**src/rtl/z80_bus_pkg.sv**
```systemverilog
// ---------------------------------------------------------------------------
// z80_bus_pkg
// Shared definitions for the Z80 bus-cycle sequencer:
//   - machine-cycle command encodings driven by the core on 'cmd'
//   - the T-state enumeration used by the sequencer FSM
//   - small command-classification helpers
// ---------------------------------------------------------------------------
package z80_bus_pkg;

  localparam logic [2:0] CMD_M1   = 3'd0;  // opcode fetch with refresh
  localparam logic [2:0] CMD_MRD  = 3'd1;  // memory read
  localparam logic [2:0] CMD_MWR  = 3'd2;  // memory write
  localparam logic [2:0] CMD_IORD = 3'd3;  // IO read
  localparam logic [2:0] CMD_IOWR = 3'd4;  // IO write

  typedef enum logic [2:0] {
    S_IDLE   = 3'd0,
    S_T1     = 3'd1,
    S_T2     = 3'd2,
    S_TW     = 3'd3,
    S_T3     = 3'd4,
    S_T4     = 3'd5,
    S_BUSACK = 3'd6
  } tstate_e;

  function automatic logic cmd_valid(input logic [2:0] c);
    return (c <= CMD_IOWR);
  endfunction

  function automatic logic cmd_is_io(input logic [2:0] c);
    return (c == CMD_IORD) || (c == CMD_IOWR);
  endfunction

  function automatic logic cmd_is_wr(input logic [2:0] c);
    return (c == CMD_MWR) || (c == CMD_IOWR);
  endfunction

  // Reads that latch rdata at the end of T3 (M1 latches earlier).
  function automatic logic cmd_is_rd(input logic [2:0] c);
    return (c == CMD_MRD) || (c == CMD_IORD);
  endfunction

endpackage

```
**src/rtl/z80_refresh_ctr.sv**
```systemverilog
// ---------------------------------------------------------------------------
// z80_refresh_ctr
// DRAM refresh register R. Bits [6:0] count modulo 128 on each completed
// opcode fetch; bit 7 is never touched by the counter. Also forms the refresh
// address {I, R} driven on A during T3/T4 of an M1 cycle.
// Ports:
//   clk_i        clock (one T-state per edge)
//   rst_i        synchronous active-high reset, loads R_RESET
//   inc_i        advance R[6:0] on this edge
//   i_reg_i      I register (refresh address high byte)
//   rfsh_addr_o  {I, R}
// ---------------------------------------------------------------------------
module z80_refresh_ctr #(
  parameter logic [7:0] R_RESET = 8'h00
) (
  input  logic        clk_i,
  input  logic        rst_i,
  input  logic        inc_i,
  input  logic [7:0]  i_reg_i,
  output logic [15:0] rfsh_addr_o
);

  logic [7:0] r_q;
  logic [7:0] r_d;

  // Next R: low seven bits wrap, bit 7 is carried through unchanged.
  always_comb begin
    r_d = r_q;
    if (inc_i) begin
      r_d = {r_q[7], r_q[6:0] + 7'd1};
    end else begin
      r_d = r_q;
    end
  end

  // R register.
  always_ff @(posedge clk_i) begin
    if (rst_i) begin
      r_q <= R_RESET;
    end else begin
      r_q <= r_d;
    end
  end

  assign rfsh_addr_o = {i_reg_i, r_q};

endmodule

```
**src/rtl/z80_bus_seq.sv**
```systemverilog
// ---------------------------------------------------------------------------
// z80_bus_seq
// T-state accurate Z80 bus-cycle sequencer. Accepts one machine-cycle request
// at a time from the core and produces the pin-level address, data and
// strobe timing, including n_WAIT stretching, M1 refresh and bus handover.
// Every output is a register; each edge computes the values for the T-state
// being entered.
// Ports:
//   CLK, RESET            clock (1 edge = 1 T-state), sync active-high reset
//   req, cmd, addr, wdata core request (cmd: 0 M1, 1 MRD, 2 MWR, 3 IORD, 4 IOWR)
//   i_reg                 I register, refresh high byte
//   done, rdata           completion pulse and read data (held until next done)
//   A, D_in, D_out, D_oe  address bus and split data bus
//   bus_oe                enable for A and the control strobes
//   n_M1..n_RFSH          active-low strobes
//   n_WAIT                active-low wait
//   n_BUSREQ, n_BUSACK    bus request / acknowledge
// Parameters:
//   IO_WAIT     forced TW states after T2 of an IO cycle
//   RESET_ADDR  A value during and after reset
//   R_RESET     reset value of the refresh register R (0 on a real Z80)
// ---------------------------------------------------------------------------
module z80_bus_seq
  import z80_bus_pkg::*;
#(
  parameter int unsigned IO_WAIT    = 1,
  parameter logic [15:0] RESET_ADDR = 16'h0000,
  parameter logic [7:0]  R_RESET    = 8'h00
) (
  input  logic        CLK,
  input  logic        RESET,
  input  logic        req,
  input  logic [2:0]  cmd,
  input  logic [15:0] addr,
  input  logic [7:0]  wdata,
  input  logic [7:0]  i_reg,
  output logic        done,
  output logic [7:0]  rdata,
  output logic [15:0] A,
  input  logic [7:0]  D_in,
  output logic [7:0]  D_out,
  output logic        D_oe,
  output logic        bus_oe,
  output logic        n_M1,
  output logic        n_MREQ,
  output logic        n_IORQ,
  output logic        n_RD,
  output logic        n_WR,
  output logic        n_RFSH,
  input  logic        n_WAIT,
  input  logic        n_BUSREQ,
  output logic        n_BUSACK
);

  // The forced-wait counter holds the number of forced TW states still to go
  // after the current one, so it never needs to represent IO_WAIT itself.
  localparam int unsigned   FW_W    = (IO_WAIT > 32'd1) ? $clog2(IO_WAIT) : 1;
  localparam logic [FW_W-1:0] FW_INIT =
    FW_W'((IO_WAIT > 32'd0) ? (IO_WAIT - 32'd1) : 32'd0);
  localparam logic [FW_W-1:0] FW_ONE  = FW_W'(32'd1);
  localparam logic [FW_W-1:0] FW_ZERO = FW_W'(32'd0);

  tstate_e           state_q;
  logic [2:0]        cmd_q;
  logic [FW_W-1:0]   fw_q;
  logic [FW_W-1:0]   fw_d;
  logic [15:0]       a_q;
  logic [7:0]        d_out_q;
  logic [7:0]        rdata_q;
  logic              d_oe_q;
  logic              bus_oe_q;
  logic              done_q;
  logic              n_m1_q;
  logic              n_mreq_q;
  logic              n_iorq_q;
  logic              n_rd_q;
  logic              n_wr_q;
  logic              n_rfsh_q;
  logic              n_busack_q;

  logic              final_s;
  logic              boundary_s;
  logic              accept_s;
  logic              inc_s;
  logic              enter_t3_s;
  logic [15:0]       rfsh_addr_s;

  z80_refresh_ctr #(
    .R_RESET (R_RESET)
  ) u_rfsh (
    .clk_i       (CLK),
    .rst_i       (RESET),
    .inc_i       (inc_s),
    .i_reg_i     (i_reg),
    .rfsh_addr_o (rfsh_addr_s)
  );

  // Cycle boundary decode: M1 ends in T4, every other cycle ends in T3.
  always_comb begin
    final_s    = (state_q == S_T4) || ((state_q == S_T3) && (cmd_q != CMD_M1));
    boundary_s = final_s || (state_q == S_IDLE);
    accept_s   = req && cmd_valid(cmd);
    inc_s      = (state_q == S_T4);
  end

  // Wait handling out of T2/TW: IO cycles first burn the forced TW states,
  // only then does n_WAIT decide between another TW and T3.
  always_comb begin
    enter_t3_s = 1'b0;
    fw_d       = fw_q;
    case (state_q)
      S_T2: begin
        if (cmd_is_io(cmd_q) && (IO_WAIT != 32'd0)) begin
          fw_d = FW_INIT;
        end else if (n_WAIT) begin
          enter_t3_s = 1'b1;
        end else begin
          enter_t3_s = 1'b0;
        end
      end
      S_TW: begin
        if (fw_q != FW_ZERO) begin
          fw_d = fw_q - FW_ONE;
        end else if (n_WAIT) begin
          enter_t3_s = 1'b1;
        end else begin
          enter_t3_s = 1'b0;
        end
      end
      default: begin
        enter_t3_s = 1'b0;
        fw_d       = fw_q;
      end
    endcase
  end

  // Sequencer FSM with all pin outputs registered.
  always_ff @(posedge CLK) begin
    if (RESET) begin
      state_q    <= S_IDLE;
      cmd_q      <= CMD_M1;
      fw_q       <= FW_ZERO;
      a_q        <= RESET_ADDR;
      d_out_q    <= 8'h00;
      rdata_q    <= 8'h00;
      d_oe_q     <= 1'b0;
      bus_oe_q   <= 1'b1;
      done_q     <= 1'b0;
      n_m1_q     <= 1'b1;
      n_mreq_q   <= 1'b1;
      n_iorq_q   <= 1'b1;
      n_rd_q     <= 1'b1;
      n_wr_q     <= 1'b1;
      n_rfsh_q   <= 1'b1;
      n_busack_q <= 1'b1;
    end else begin
      done_q <= 1'b0;
      fw_q   <= fw_d;
      if (boundary_s) begin
        // Close out the finishing cycle first; a new acceptance below may
        // then override individual strobes for its T1.
        if (final_s) begin
          done_q   <= 1'b1;
          n_m1_q   <= 1'b1;
          n_mreq_q <= 1'b1;
          n_iorq_q <= 1'b1;
          n_rd_q   <= 1'b1;
          n_wr_q   <= 1'b1;
          n_rfsh_q <= 1'b1;
          d_oe_q   <= 1'b0;
          if (cmd_is_rd(cmd_q)) begin
            rdata_q <= D_in;
          end
        end
        // Bus request wins over a pending core request.
        if (!n_BUSREQ) begin
          state_q    <= S_BUSACK;
          n_busack_q <= 1'b0;
          bus_oe_q   <= 1'b0;
          d_oe_q     <= 1'b0;
        end else if (accept_s) begin
          state_q <= S_T1;
          cmd_q   <= cmd;
          a_q     <= addr;
          n_m1_q  <= (cmd != CMD_M1);
          if (cmd_is_wr(cmd)) begin
            d_out_q <= wdata;
            d_oe_q  <= 1'b1;
          end
        end else begin
          state_q <= S_IDLE;
        end
      end else begin
        case (state_q)
          S_T1: begin
            state_q  <= S_T2;
            n_mreq_q <= cmd_is_io(cmd_q);
            n_iorq_q <= !cmd_is_io(cmd_q);
            n_rd_q   <= cmd_is_wr(cmd_q);
            n_wr_q   <= !cmd_is_wr(cmd_q);
          end
          S_T2, S_TW: begin
            if (enter_t3_s) begin
              state_q <= S_T3;
              // M1 latches the opcode here and switches to the refresh phase.
              if (cmd_q == CMD_M1) begin
                rdata_q  <= D_in;
                n_m1_q   <= 1'b1;
                n_rd_q   <= 1'b1;
                n_rfsh_q <= 1'b0;
                a_q      <= rfsh_addr_s;
              end
            end else begin
              state_q <= S_TW;
            end
          end
          // Only an M1 cycle reaches T3 here; others finish at the boundary.
          S_T3: begin
            state_q  <= S_T4;
            n_mreq_q <= 1'b1;
          end
          S_BUSACK: begin
            if (n_BUSREQ) begin
              state_q    <= S_IDLE;
              n_busack_q <= 1'b1;
              bus_oe_q   <= 1'b1;
            end else begin
              state_q <= S_BUSACK;
            end
          end
          default: begin
            state_q <= S_IDLE;
          end
        endcase
      end
    end
  end

  assign done     = done_q;
  assign rdata    = rdata_q;
  assign A        = a_q;
  assign D_out    = d_out_q;
  assign D_oe     = d_oe_q;
  assign bus_oe   = bus_oe_q;
  assign n_M1     = n_m1_q;
  assign n_MREQ   = n_mreq_q;
  assign n_IORQ   = n_iorq_q;
  assign n_RD     = n_rd_q;
  assign n_WR     = n_wr_q;
  assign n_RFSH   = n_rfsh_q;
  assign n_BUSACK = n_busack_q;

endmodule

```
**config.mk**
```make
export PLATFORM = sky130hd
export DESIGN_NAME = z80_bus_seq
export DESIGN_NICKNAME = d
export VERILOG_FILES = /design/src/rtl/z80_bus_pkg.sv /design/src/rtl/z80_refresh_ctr.sv /design/src/rtl/z80_bus_seq.sv
export SDC_FILE = /design/constraint.sdc
export NUM_CORES = 1
export LEC_CHECK = 0
export CORE_UTILIZATION = 48
export CTS_CLUSTER_SIZE = 14
export DETAILED_ROUTE_END_ITERATION = 7
export HOLD_SLACK_MARGIN = 0.02
export PLACE_DENSITY = 0.84
export SLEW_MARGIN = 20
export SYNTH_ARGS = -nofsm -noshare
export SYNTH_HDL_FRONTEND = slang
export SYNTH_SLANG_ARGS = --single-unit
```
**constraint.sdc**
```tcl
create_clock -name CLK -period 5.5 [get_ports CLK]
set_input_delay 1.1 -clock CLK [delete_from_list [all_inputs] [get_ports CLK]]
set_output_delay 1.1 -clock CLK [all_outputs]
set_load 0.01 [all_outputs]
```
# Word level (Yosys, flattened, before mapping)

Cells that the tools add are included.
W data, S select, Z words.

Logic and storage cells: 130
Output and inout bits: 42
Bits of input ports: 48
Register bits after elaboration: 55

Order comparisons: 1
Reductions and logical operators: 36
Multiplexer cells: 54
Equality and inequality tests: 20
Bitwise operators: 1
$add $sub $neg: 2

Operator list:

| operator              | number |
|---|---|
| $mux W16              | 6 |
| $mux W8               | 6 |
| $mux W1               | 33 |
| $eq A3 B2 Y1 const B  | 5 |
| $eq A3 B3 Y1 const B  | 5 |
| $reduce_bool A2 Y1    | 7 |
| $mux W3               | 4 |
| $pmux W3 S4           | 1 |
| $reduce_and A4 Y1     | 3 |
| $reduce_bool A3 Y1    | 4 |
| $reduce_and A5 Y1     | 2 |
| $reduce_and A3 Y1     | 3 |
| $ne A2 B2 Y1 const B  | 4 |
| $pmux W1 S2           | 4 |
| $add A7 B1 Y7 const B | 1 |
| $eq A3 B1 Y1 const B  | 2 |
| $logic_not A3 Y1      | 2 |
| $logic_or A1 B1 Y1    | 6 |
| $ne A3 B3 Y1 const B  | 2 |
| $reduce_and A2 Y1     | 3 |
| $ne A2 B1 Y1 const B  | 2 |
| $reduce_or A2 Y1      | 2 |
| $le A3 B3 Y1 const B  | 1 |
| $logic_and A1 B1 Y1   | 2 |
| 3 further kinds       | 4 |

# Depth between registers and ports, before layout

Word-level depth: 7
Depth in mapped cells: 7
Gate-level depth less buffers: 5

# Cells and area by module

A second synthesis with hierarchy kept.

Cells, all modules: 307
Area total of the unflattened synthesis: 2718.9 um^2

By module, submodules not included:

| module          | area each (um^2) | cells each | sequential area each (um^2) | instances |
|---|---|---|---|---|
| z80_bus_seq     | 2374.8           | 268        | 940.9                       | 1 |
| z80_refresh_ctr | 344.1            | 39         | 140.1                       | 1 |

# Worst setup path before layout

OpenSTA, ideal clock, no wires.

Kind: in2reg
Start point: input port cmd[1]
End point: register cmd_q[2]
Required time: 5414 ps
Cell stages on the path: 4
Data arrival time: 2139 ps
Path buffers: 1
Setup time: 86 ps
Slack: 3275 ps
Cell sequence: o21ai_1 -> clkbuf_1 -> nand3_1 -> a211oi_1

Longest elaborated chain between the ends: 3

Ends and longest elaborated chain:

| element                            | RTL line           | source |
|---|---|---|
| from (decl)                        | z80_bus_seq.sv:33  | `input logic [2:0] cmd,` |
| $le A3 B3 Y1                       | z80_bus_pkg.sv:27  | `return (c <= CMD_IOWR);` |
| $logic_and A1 B1 Y1                | z80_bus_seq.sv:102 | `accept_s = req && cmd_valid(cmd);` |
| $reduce_and A3 Y1 (no source line) | n/a                |  |
| to (signal assigned)               | z80_bus_seq.sv:183 | `cmd_q <= cmd;` |
| to (decl)                          | z80_bus_seq.sv:64  | `logic [2:0] cmd_q;` |

Every way passes these cells.
A chain may end at the register's enable or synchronous reset.

# Worst setup path after layout

Start point: input port n_BUSREQ
End point: register a_q[3], in the netlist A[3]

Longest elaborated chain between the ends: 2

Ends and longest elaborated chain:

| element                            | RTL line           | source |
|---|---|---|
| from (decl)                        | z80_bus_seq.sv:51  | `input logic n_BUSREQ,` |
| $ne A2 B2 Y1 (no source line)      | n/a                |  |
| $reduce_and A5 Y1 (no source line) | n/a                |  |
| to (signal assigned)               | z80_bus_seq.sv:184 | `a_q <= addr;` |
| to (signal assigned)               | z80_bus_seq.sv:211 | `a_q <= rfsh_addr_s;` |
| to (decl)                          | z80_bus_seq.sv:67  | `logic [15:0] a_q;` |

Every way passes these cells.

==> flow_summary.toml <==
[global_routing]
grt_usage_pct = 24.7
antenna_found_initial = 0
grt_pass1_wl_um = 10600
use_met3_pct = 6.29
met2_usage_pct = 40.8
use_met1_pct = 32.5
grt_pass1_vias = 2217
busiest_layer = "met2"
grt_max_degree = 57
grt_remaining_overflow = 0

[clocking]
ctsResizeCount = 0
cts_setup_buffers = 0
htreeDepth = 2
clk_path_buf_depth = 2
worstSkewPairLatency_ps = 300
hold_buffers = 0
numCtsBuffers = 5
clock_sinks = 54
cts_tree = "built"
clockRootBuffer = "clkbuf_8"
clkSlewWorstSetupHoldPaths_ps = 90

[logic_synthesis]
synth_top_family_by_area = "compound AO/OA/AOI/OAI gates"
synth_compound_area_share_pct = 27.2
syn_nets = 335
synth_edf_count = 0
synthMuxAreaShare_pct = 5.84
syn_inst = 286
synthAdderAreaFrac_pct = 0.486
yosys_warnings = 0
synthDistinctLibCells = 48
netlist_area_mm2 = 0.00257
synth_flop_cell = "dfxtp_1"
synth_seq_cells = 54
avgSynthCellArea_um2 = 8.99
async_flop_share_pct = 0
synthSimpleGateAreaFrac_pct = 16.1
synth_xor_xnor_area_share_pct = 2.04
seq_area_frac_synth_pct = 42.0

[placement]
gp_congestion = 0.775
pre_cts_ws_ps = 2100
dpl.hpwl_um = 4630
io_buffers = 89

[layout]
syn_to_final_growth_pct = 36.3
fillers = 450
regArea_mm2 = 0.00108
drive_gt1_share_pct = 3.92
multi_input_area_mm2 = 0.00134
nNetsFinal = 405
diodes = 0
final_common_cell = "clkdlybuf4s50_1"
final_cell_mix = "clkdlybuf4s50_1 (88), dfxtp_1 (54), a21oi_1 (26)"

[sta]
fin_ws_ps = 2620
maxSlewViolCount = 0
tightest_slew_ps = 1120
setup_viol = 0
hold_viol_final = 0
slew_headroom_pct = 25.2
finalClockSkew_ps = 5.12
finalSetupTns_ps = 0
post-route-min-period_ps = 2880
rsz0062_at_grt = "no"
period_share_pct = 52.4
fmax_ghz = 0.347

[floorplanning]
io_pins = 90
start_util_pct = 50.0
core_area_mm2 = 0.00514
die_area_mm2 = 0.00566
die_w_um = 75.2
rows = 26
die_h_um = 75.2

[detailed_routing]
dr.first_iter.drc_count = 149
drc = 0
final_antenna_net_count = 0
detail_route.wl_per_cell_um = 15.9
routed_via_density = 5.84
drt-pass1-iter-count = 4
drt-total-wl_um = 6780
num_vias = 2493

[power_and_ir_drop]
p_leak_nw = 1.19
p_per_area_mw_per_mm2 = 301
power_mw = 1.06
peakVddDrop_mv = 0.195

[worst_setup_path]
crit_type = "in2reg"
cpMaxStageDelayCell = "and2_1"
max_stage_delay_ps = 860
path_max_fanout = 28
critical_path_required_ps = 5700
start_kind = "primary input"
cp_top_family = "simple AND/OR/NAND/NOR gates"
cp.arrival_ps = 3090
endpoint_kind = "register"
path_cells = "clkdlybuf4s50_1, and2_1, a311oi_1, a211oi_1"
critical_path_buf_inv_count = 1

[status]
status = "completed"

[min_path]
hold_class = "reg2reg"

[run]
maxCapViolCount = 0
## flip-flops by register name, indices dropped and copies added, names as in the netlist
register    count
A              16
D_oe            1
D_out           8
cmd_q           3
done            1
n_BUSACK        1
n_IORQ          1
n_M1            1
n_MREQ          1
n_RD            1
n_RFSH          1
n_WR            1
rdata           8
state_q         3
u_rfsh.r_q      7
## cells by family after synthesis
kind of cell / Yosys count
compound gates: 101
xor+xnor: 6
fa+ha+maj: 1
buf+inv: 31
flops: 54
mux: 15
simple gates: 78
## where the power goes
part / total (mW) / internal, mW / leakage [nW] / switching [mW]
sequential: 0.464 / 0.428 / 0.440 / 0.0358
combinational: 0.366 / 0.174 / 0.706 / 0.192
clock: 0.226 / 0.102 / 0.0482 / 0.124
total: 1.06 / 0.704 / 1.19 / 0.352
## worst paths after layout
kind	startpoint	endpoint	slack, ps	cells after the start
max	n_BUSREQ	A[3]	2620	4
min	rdata[7]	rdata[7]	480	2
max reg2reg	cmd_q[2]	A[3]	3170	4
min reg2reg	rdata[7]	rdata[7]	480	2
## cell usage after synthesis, types with 4 or more instances
master / count / area [um^2]
a211oi_1: 17 / 128
a21oi_1: 26 / 130
a311oi_1: 15 / 131
buf_6: 5 / 56.3
clkbuf_1: 16 / 60.1
dfxtp_1: 54 / 1080
mux2i_1: 15 / 150
nand2_1: 11 / 41.3
nand2b_1: 7 / 43.8
nand3_1: 12 / 60.1
nand4_1: 11 / 68.8
nor2_1: 15 / 56.3
nor2b_1: 4 / 25.0
nor3_1: 7 / 35.0
o21ai_0: 14 / 70.1
o31ai_1: 10 / 75.1
## area by class of cell
type	instances	area share, %
Clock buffer	7	2.46
Clock inverter	1	0.143
Inverter	4	0.428
Multi-Input combinational cell	201	38.2
Sequential cell	54	30.8
Tap cell	70	2.50
Timing Repair Buffer	90	25.5
## worst reg2reg max path, cell delays in order, from the launching register on
cell,delay [ps]
dfxtp_1,450
or3_4,470
nor2_1,870
a311oi_1,130
a211oi_1,310
## metal layers
metal | wire length (um) | part of all wire, % | vias to the layer above
met5 | 0 | 0 | -
met4 | 78 | 1.2 | 0
met3 | 423 | 6.2 | 11
met2 | 3350 | 49 | 97
met1 | 2930 | 43 | 1163
li1 | - | - | 1222
## per-stage QoR
step | hold WS, ps | area [um^2] | std cells | utilization [%]
6_report | 481 | 3510 | 427 | 68.2
5_1_grt | 497 | 3510 | 427 | 68.2
4_1_cts | 481 | 3500 | 427 | 68.1
2_1_floorplan | 466 | 2570 | 286 | -
3_5_place_dp | 458 | 3410 | 419 | 66.3
3_3_place_gp | 453 | 3410 | 419 | 66.3
Power figures use the tool's default switching activity.
